### config.mk
export PLATFORM = sky130hd
export DESIGN_NAME = gfg_spi_master
export DESIGN_NICKNAME = d
export VERILOG_FILES = /design/src/rtl/gfg_spi_master_pkg.sv /design/src/rtl/gfg_spi_master_bit_engine.sv /design/src/rtl/gfg_spi_master.sv
export SDC_FILE = /design/constraint.sdc
export NUM_CORES = 1
export LEC_CHECK = 0
export ABC_AREA = 1
export BUFFER_PORTS_ARGS = -buffer_cell sky130_fd_sc_hd__clkbuf_2
export CAP_MARGIN = 20
export CORE_UTILIZATION = 57
export CTS_CLUSTER_DIAMETER = 100
export DETAILED_ROUTE_END_ITERATION = 8
export MAX_ROUTING_LAYER = met4
export PLACE_DENSITY_LB_ADDON = 0.25
export SLEW_MARGIN = 10
export SYNTH_ARGS = -nofsm -noshare
export SYNTH_HDL_FRONTEND = slang
export SYNTH_SLANG_ARGS = --single-unit
### constraint.sdc
create_clock -name i_sys_clk -period 1.9 [get_ports i_sys_clk]
set_input_delay 0.285 -clock i_sys_clk [delete_from_list [all_inputs] [get_ports i_sys_clk]]
set_output_delay 0.285 -clock i_sys_clk [all_outputs]
set_load 0.1 [all_outputs]
### src/rtl/gfg_spi_master_pkg.sv
// Shared definitions for the gfg SPI register link: opcodes, command byte layout
// and the master frame state encoding.
package gfg_spi_master_pkg;

    localparam logic [1:0] GFG_SPI_OP_WRITE = 2'b10;
    localparam logic [1:0] GFG_SPI_OP_READ  = 2'b01;
    localparam logic [1:0] GFG_SPI_OP_NOP   = 2'b00;

    localparam int CMD_ADDR_W = 5;

    typedef enum logic [2:0] {
        ST_IDLE,
        ST_SETUP,
        ST_SHIFT,
        ST_GAP,
        ST_HOLD,
        ST_FINISH
    } frame_state_t;

    // Command byte: op at [7:6], reserved zero at [5], address at [4:0].
    function automatic logic [7:0] cmd_byte(input logic [1:0] op,
                                            input logic [CMD_ADDR_W-1:0] addr);
        return {op, 1'b0, addr};
    endfunction

endpackage

### src/rtl/gfg_spi_master_bit_engine.sv
// Serialises one byte per start pulse: SCLK low half (MOSI valid), rising edge
// samples MISO, high half, eight times. Idles with SCLK high.
module gfg_spi_master_bit_engine #(
    parameter int CLK_DIV = 5
) (
    input  logic       clk,
    input  logic       rst_n,
    input  logic       start,
    input  logic       clear,
    input  logic [7:0] byte_in,
    input  logic       miso,
    output logic       byte_done,
    output logic [7:0] byte_out,
    output logic       sclk,
    output logic       mosi
);

    localparam int DW = $clog2(CLK_DIV);

    logic          active;
    logic          high_phase;
    logic [DW-1:0] div_cnt;
    logic [2:0]    bit_cnt;
    logic [7:0]    tx;
    logic [7:0]    rx;
    logic          half_end;

    assign half_end = (div_cnt == DW'(CLK_DIV - 1));

    always_ff @(posedge clk or negedge rst_n) begin
        if (!rst_n) begin
            active     <= 1'b0;
            high_phase <= 1'b0;
            div_cnt    <= '0;
            bit_cnt    <= '0;
            tx         <= '0;
            rx         <= '0;
        end else if (clear) begin
            active     <= 1'b0;
            high_phase <= 1'b0;
            div_cnt    <= '0;
            bit_cnt    <= '0;
        end else if (start) begin
            active     <= 1'b1;
            high_phase <= 1'b0;
            div_cnt    <= '0;
            bit_cnt    <= '0;
            tx         <= byte_in;
        end else if (active) begin
            if (half_end) begin
                div_cnt <= '0;
                if (!high_phase) begin
                    // SCLK rises on this edge; capture the slave's bit here.
                    high_phase <= 1'b1;
                    rx         <= {rx[6:0], miso};
                end else if (bit_cnt == 3'd7) begin
                    active     <= 1'b0;
                    high_phase <= 1'b0;
                end else begin
                    bit_cnt    <= bit_cnt + 3'd1;
                    high_phase <= 1'b0;
                    tx         <= {tx[6:0], 1'b0};
                end
            end else begin
                div_cnt <= div_cnt + 1'b1;
            end
        end
    end

    assign byte_done = active & high_phase & half_end & (bit_cnt == 3'd7);
    assign byte_out  = rx;
    assign sclk      = ~(active & ~high_phase);
    assign mosi      = tx[7];

endmodule

### src/rtl/gfg_spi_master.sv
// SPI register-command master: frame FSM, byte sequencing, inter-byte gap and
// read-data assembly around the bit engine.
module gfg_spi_master
    import gfg_spi_master_pkg::*;
#(
    parameter int NUM_REGISTERS          = 32,
    parameter int REGISTER_WIDTH         = 32,
    parameter int CLK_DIV                = 5,
    parameter int GAP_CYCLES             = 10,
    parameter int DESELECT_BETWEEN_BYTES = 0,
    localparam int AW = (NUM_REGISTERS > 1) ? $clog2(NUM_REGISTERS) : 1
) (
    input  logic                      i_sys_clk,
    input  logic                      i_arst_n,
    input  logic                      i_cmd_valid,
    output logic                      o_cmd_ready,
    input  logic [1:0]                i_cmd_op,
    input  logic [AW-1:0]             i_cmd_addr,
    input  logic [REGISTER_WIDTH-1:0] i_cmd_wdata,
    input  logic                      i_abort,
    output logic                      o_done,
    output logic                      o_aborted,
    output logic [REGISTER_WIDTH-1:0] o_rd_data,
    output logic                      o_spi_clk,
    output logic                      o_spi_mosi,
    input  logic                      i_spi_miso,
    output logic                      o_spi_ss_n
);

    localparam int NB      = REGISTER_WIDTH / 8;
    localparam int CNT_MAX = (CLK_DIV > GAP_CYCLES) ? CLK_DIV : GAP_CYCLES;
    localparam int CW      = $clog2(CNT_MAX + 1);
    localparam int BW      = $clog2(NB + 2);

    frame_state_t              state, next;
    logic [CW-1:0]             cnt;
    logic [BW-1:0]             byte_idx;
    logic [BW-1:0]             last_idx;
    logic [1:0]                op_q;
    logic [CMD_ADDR_W-1:0]     addr_q;
    logic [REGISTER_WIDTH-1:0] wdata_q;
    logic [REGISTER_WIDTH-1:0] rd_shift;
    logic                      aborted_q;
    logic                      accept;
    logic                      start;
    logic                      clear;
    logic                      abort_go;
    logic                      byte_done;
    logic [7:0]                byte_in;
    logic [7:0]                byte_out;

    assign accept  = i_cmd_valid & (state == ST_IDLE);
    assign byte_in = (byte_idx == '0) ? cmd_byte(op_q, addr_q)
                                      : wdata_q[REGISTER_WIDTH-1 -: 8];

    always_comb begin
        next     = state;
        start    = 1'b0;
        clear    = 1'b0;
        abort_go = 1'b0;
        case (state)
            ST_IDLE:   if (accept) next = ST_SETUP;
            ST_SETUP:  if (cnt == CW'(CLK_DIV - 1)) begin
                           next  = ST_SHIFT;
                           start = 1'b1;
                       end
            ST_SHIFT:  if (byte_done) next = (byte_idx == last_idx) ? ST_HOLD : ST_GAP;
            ST_GAP:    if (cnt == CW'(GAP_CYCLES - 1)) begin
                           next  = ST_SHIFT;
                           start = 1'b1;
                       end
            ST_HOLD:   if (cnt == CW'(CLK_DIV - 1)) next = ST_FINISH;
            ST_FINISH: next = ST_IDLE;
            default:   next = ST_IDLE;
        endcase
        // Abort overrides every busy transition and parks the bit engine.
        if (i_abort && state != ST_IDLE && state != ST_FINISH) begin
            next     = ST_FINISH;
            start    = 1'b0;
            clear    = 1'b1;
            abort_go = 1'b1;
        end
    end

    always_ff @(posedge i_sys_clk or negedge i_arst_n) begin
        if (!i_arst_n) begin
            state     <= ST_IDLE;
            cnt       <= '0;
            byte_idx  <= '0;
            last_idx  <= '0;
            op_q      <= '0;
            addr_q    <= '0;
            wdata_q   <= '0;
            rd_shift  <= '0;
            aborted_q <= 1'b0;
            o_rd_data <= '0;
        end else begin
            state <= next;
            if (next != state) begin
                cnt <= '0;
            end else if (state == ST_SETUP || state == ST_GAP || state == ST_HOLD) begin
                cnt <= cnt + 1'b1;
            end
            if (accept) begin
                op_q      <= i_cmd_op;
                addr_q    <= CMD_ADDR_W'(i_cmd_addr);
                wdata_q   <= i_cmd_wdata;
                byte_idx  <= '0;
                last_idx  <= (i_cmd_op == GFG_SPI_OP_WRITE || i_cmd_op == GFG_SPI_OP_READ)
                             ? BW'(NB) : '0;
                aborted_q <= 1'b0;
            end
            if (abort_go) aborted_q <= 1'b1;
            if (byte_done && !abort_go) begin
                byte_idx <= byte_idx + 1'b1;
                // The command byte's MISO bits are never part of the read value.
                if (byte_idx != '0) begin
                    wdata_q  <= wdata_q << 8;
                    rd_shift <= (rd_shift << 8) | REGISTER_WIDTH'(byte_out);
                end
            end
            if (state == ST_HOLD && next == ST_FINISH && op_q == GFG_SPI_OP_READ) begin
                o_rd_data <= rd_shift;
            end
        end
    end

    gfg_spi_master_bit_engine #(
        .CLK_DIV(CLK_DIV)
    ) u_bit_engine (
        .clk      (i_sys_clk),
        .rst_n    (i_arst_n),
        .start    (start),
        .clear    (clear),
        .byte_in  (byte_in),
        .miso     (i_spi_miso),
        .byte_done(byte_done),
        .byte_out (byte_out),
        .sclk     (o_spi_clk),
        .mosi     (o_spi_mosi)
    );

    assign o_cmd_ready = (state == ST_IDLE);
    assign o_done      = (state == ST_FINISH);
    assign o_aborted   = (state == ST_FINISH) & aborted_q;
    assign o_spi_ss_n  = !(state == ST_SETUP || state == ST_SHIFT || state == ST_HOLD ||
                           (state == ST_GAP && (DESELECT_BETWEEN_BYTES == 0 ||
                                                cnt == CW'(GAP_CYCLES - 1))));

endmodule

==> results.ini <==
[run_status]
outcome = complete, no violations

[global_route]
antenna_found_initial = 0
grt_first_pass_wirelength_um = 24000
grt_max_degree = 61
grtUsageTotal_pct = 28.1
first_global_vias = 5083
overflow = 0

[floorplanning]
core-area_sq_um = 10400
initial_core_util_pct = 59.1
die-area_sq_um = 11200
num_rows = 37
die_w_um = 106
num_io_pins = 82
die_y_um = 106

[sta]
timing.final.crit_share_pct = 97.9
slew_headroom_pct = 61.4
fmax_mhz = 537
fin_skew_ns = 0.00602
worst_pin_slew_ns = 0.581
finalHoldViolCount = 0
timing.final.max_slew_violations = 0
tns_ns = 0
setup_violations = 0
hold_slack_ns = 0.0132
fin_crit_ns = 1.86

[logic_synthesis]
synth_area_sq_um = 6160
synth_seq_cells = 139
syn_area_per_cell_sq_um = 8.72
synthCells = 706
syn_nets = 759
yosys_warnings = 0
synth-edff-count = 0
yosysSeqAreaShare_pct = 56.5
ys_async_sr_fraction_pct = 100
synth_cell_type_count = 34
synth_ff_type = dfrtp_1

[route]
drtPass1Iterations = 5
detail_route.wl_per_cell_um = 16.4
drt_iter0_drc = 376
route.final.wire_length_um = 16000
detail-route-antenna-nets = 0
vias = 5373
drcViolationCount = 0
routed_via_density = 5.51

[clocking]
ctsHtreeMaxLevel = 4
cts_made_buffers = 17
clockBufferDepth = 2
cts.reportedPaths.clkPinSlew_ns = 0.06
cts_tree = yes
clock_latency_ns = 0.53
root_buffer = clkbuf_8
cts.sinks = 139

[worst_setup_path]
critical_path_depth = 3
cp_num_buf_inv = 2
startpoint = state[2]
required_ns = 1.62
r2r_cells = 11
max_stage_delay_ns = 0.48
crit_chain = buf_4, xor2_2, buf_12
crit_path_end = o_spi_ss_n
worstPathArrival_ns = 1.58
path_delay_family = flip-flops
worstSetupEndpointType = output port
r2r-start = cnt[1]
setup.worst_path.start_class = register
worstPathMaxFanout = 8
reg2reg_to = o_rd_data[22]
path_class = reg2out
cp_slowest_cell = dfrtp_2
r2r_setup_slack_ns = 0.04

[placement]
place_congestion = 0.888
io_buffers = 81
hpwl_um = 8930

[hold_path]
holdCritPathClass = in2reg
min_from = i_cmd_wdata[24]

[power]
powerDensity_nw_per_um2 = 1290
power.ir.vdd_worst_uv = 1250
leakage_nw = 4.02

[final_layout]
nets = 879
final_layout_size_suffix_gt1_share_pct = 23.2
antenna_cells = 0
n_fill_cell = 690
areaGrowthSynthToFinish_pct = 29.3
post-route-util_pct = 76.4

[job]
maxCapViolations = 0

==> tightest hold or removal path: cells and delay by family <==
kind,cells,cell delay (ns)
compound gates,1,0.07
buf+inv,1,0.08
simple gates,1,0.06
==> Yosys cell counts (2+ instances only) <==
master    instances  area [sq um]
inv_2             3          11.3
ha_1              9           113
nand3_2           5          50.1
nor2_2            2          12.5
inv_1            71           267
buf_2            11          55.1
buf_4             4          30.0
o21ai_1          35           175
xor2_1            5          43.8
nand2_1         219           822
dfrtp_1         139          3480
nand4_1           3          18.8
clkinv_1          2          7.51
nor3_1            5          25.0
o211ai_1          3          22.5
clkbuf_1          9          33.8
o21ai_0          55           275
nand2_2           5          31.3
xnor2_1           2          17.5
nor2_1           45           169
nand3_1          23           115
a31oi_1          24           150
a21oi_1           6          30.0
o22ai_1           3          18.8
buf_6             9           101
==> layer usage <==
metal / global-route usage, % / routed length, um
met1: 35.3 / 6350
met5: - / 0
met2: 44.7 / 8240
met3: 4.66 / 884
met4: 14.0 / 511
==> cell usage in the layout, fill, tap and decap left out, types with 5 or more instances in the layout <==
| cell | synthesis | final |
|---|---|---|
| nand3_4 | 0 | 5 |
| clkbuf_2 | 0 | 75 |
| nand3_2 | 5 | 5 |
| a21oi_1 | 6 | 6 |
| clkbuf_16 | 0 | 20 |
| o21ai_0 | 55 | 52 |
| buf_4 | 4 | 20 |
| dfrtp_1 | 139 | 136 |
| a31oi_1 | 24 | 24 |
| buf_6 | 9 | 6 |
| ha_1 | 9 | 6 |
| o21ai_1 | 35 | 38 |
| buf_12 | 0 | 7 |
| nand3_1 | 23 | 19 |
| nor2_1 | 45 | 42 |
| dlygate4sd3_1 | 0 | 20 |
| nand2_2 | 5 | 10 |
| inv_1 | 71 | 68 |
| nand2_1 | 219 | 212 |
==> logic make-up after synthesis <==
| family | count (synthesis) | share of synthesized area, % |
|---|---|---|
| compound gates | 129 | 11.3 |
| xor+xnor | 7 | 0.996 |
| fa+ha+maj | 9 | 1.83 |
| buf+inv | 110 | 8.27 |
| flops | 139 | 56.5 |
| simple gates | 312 | 21.1 |
==> where the power goes <==
part           internal (W)  switching (W)  leakage [nW]
combinational       0.00109        0.00200          1.89
sequential          0.00352       0.000380          1.85
clock               0.00200        0.00129         0.281
==> through the flow <==
step	area, sq um	total power [W]	cells	setup slack (ns)
after floorplan	6170	0.00577	706	0.0739
after detailed placement	6760	0.00647	907	-0.0966
after global routing	7960	0.0108	975	-0.0664
final	7960	0.0103	975	0.0395
after CTS	7590	0.00987	960	-0.00516
after global placement	6760	0.00634	907	0.0544
==> how the worst min path moves through the flow <==
stage / to / cells after the start / slack [ns]
CTS: wdata_q[26] / 3 / 0.001
finish: wdata_q[24] / 3 / 0.01
detailed placement: addr_q[3] / 1 / 0.27
floorplan: aborted_q / 0 / -0.01
global route: wdata_q[29] / 3 / 0.01
global placement: addr_q[2] / 1 / 0.27
==> timing repair <==
item | in CTS | in global routing
hold buffers | 20 | 0
buffers inserted | 1 | 8
pin swaps | 1 | 12
gates cloned | 0 | 7
setup endpoints to repair | 27 | 106
hold endpoints to repair | 68 | 0
gates resized for setup | 9 | 47
==> layout make-up <==
cell class              instances  area [sq um]  area share [%]
clock inverters                14           171            2.15
flip-flops and latches        139          3480            43.7
clock buffers                  18           418            5.25
well taps                     136           170            2.14
inverters                      76           292            3.66
repair buffers                133          1060            13.3
multi-input cells             459          2370            29.7
==> registers in the layout, indices dropped and copies added, names as in the netlist, 2 cells and up <==
signal / cells
u_bit_engine.byte_out: 8
addr_q: 5
u_bit_engine.div_cnt: 3
rd_shift: 32
op_q: 2
state: 3
o_rd_data: 32
wdata_q: 32
byte_idx: 3
u_bit_engine.tx: 8
u_bit_engine.bit_cnt: 3
cnt: 4
(Power assumes the default switching activity.)
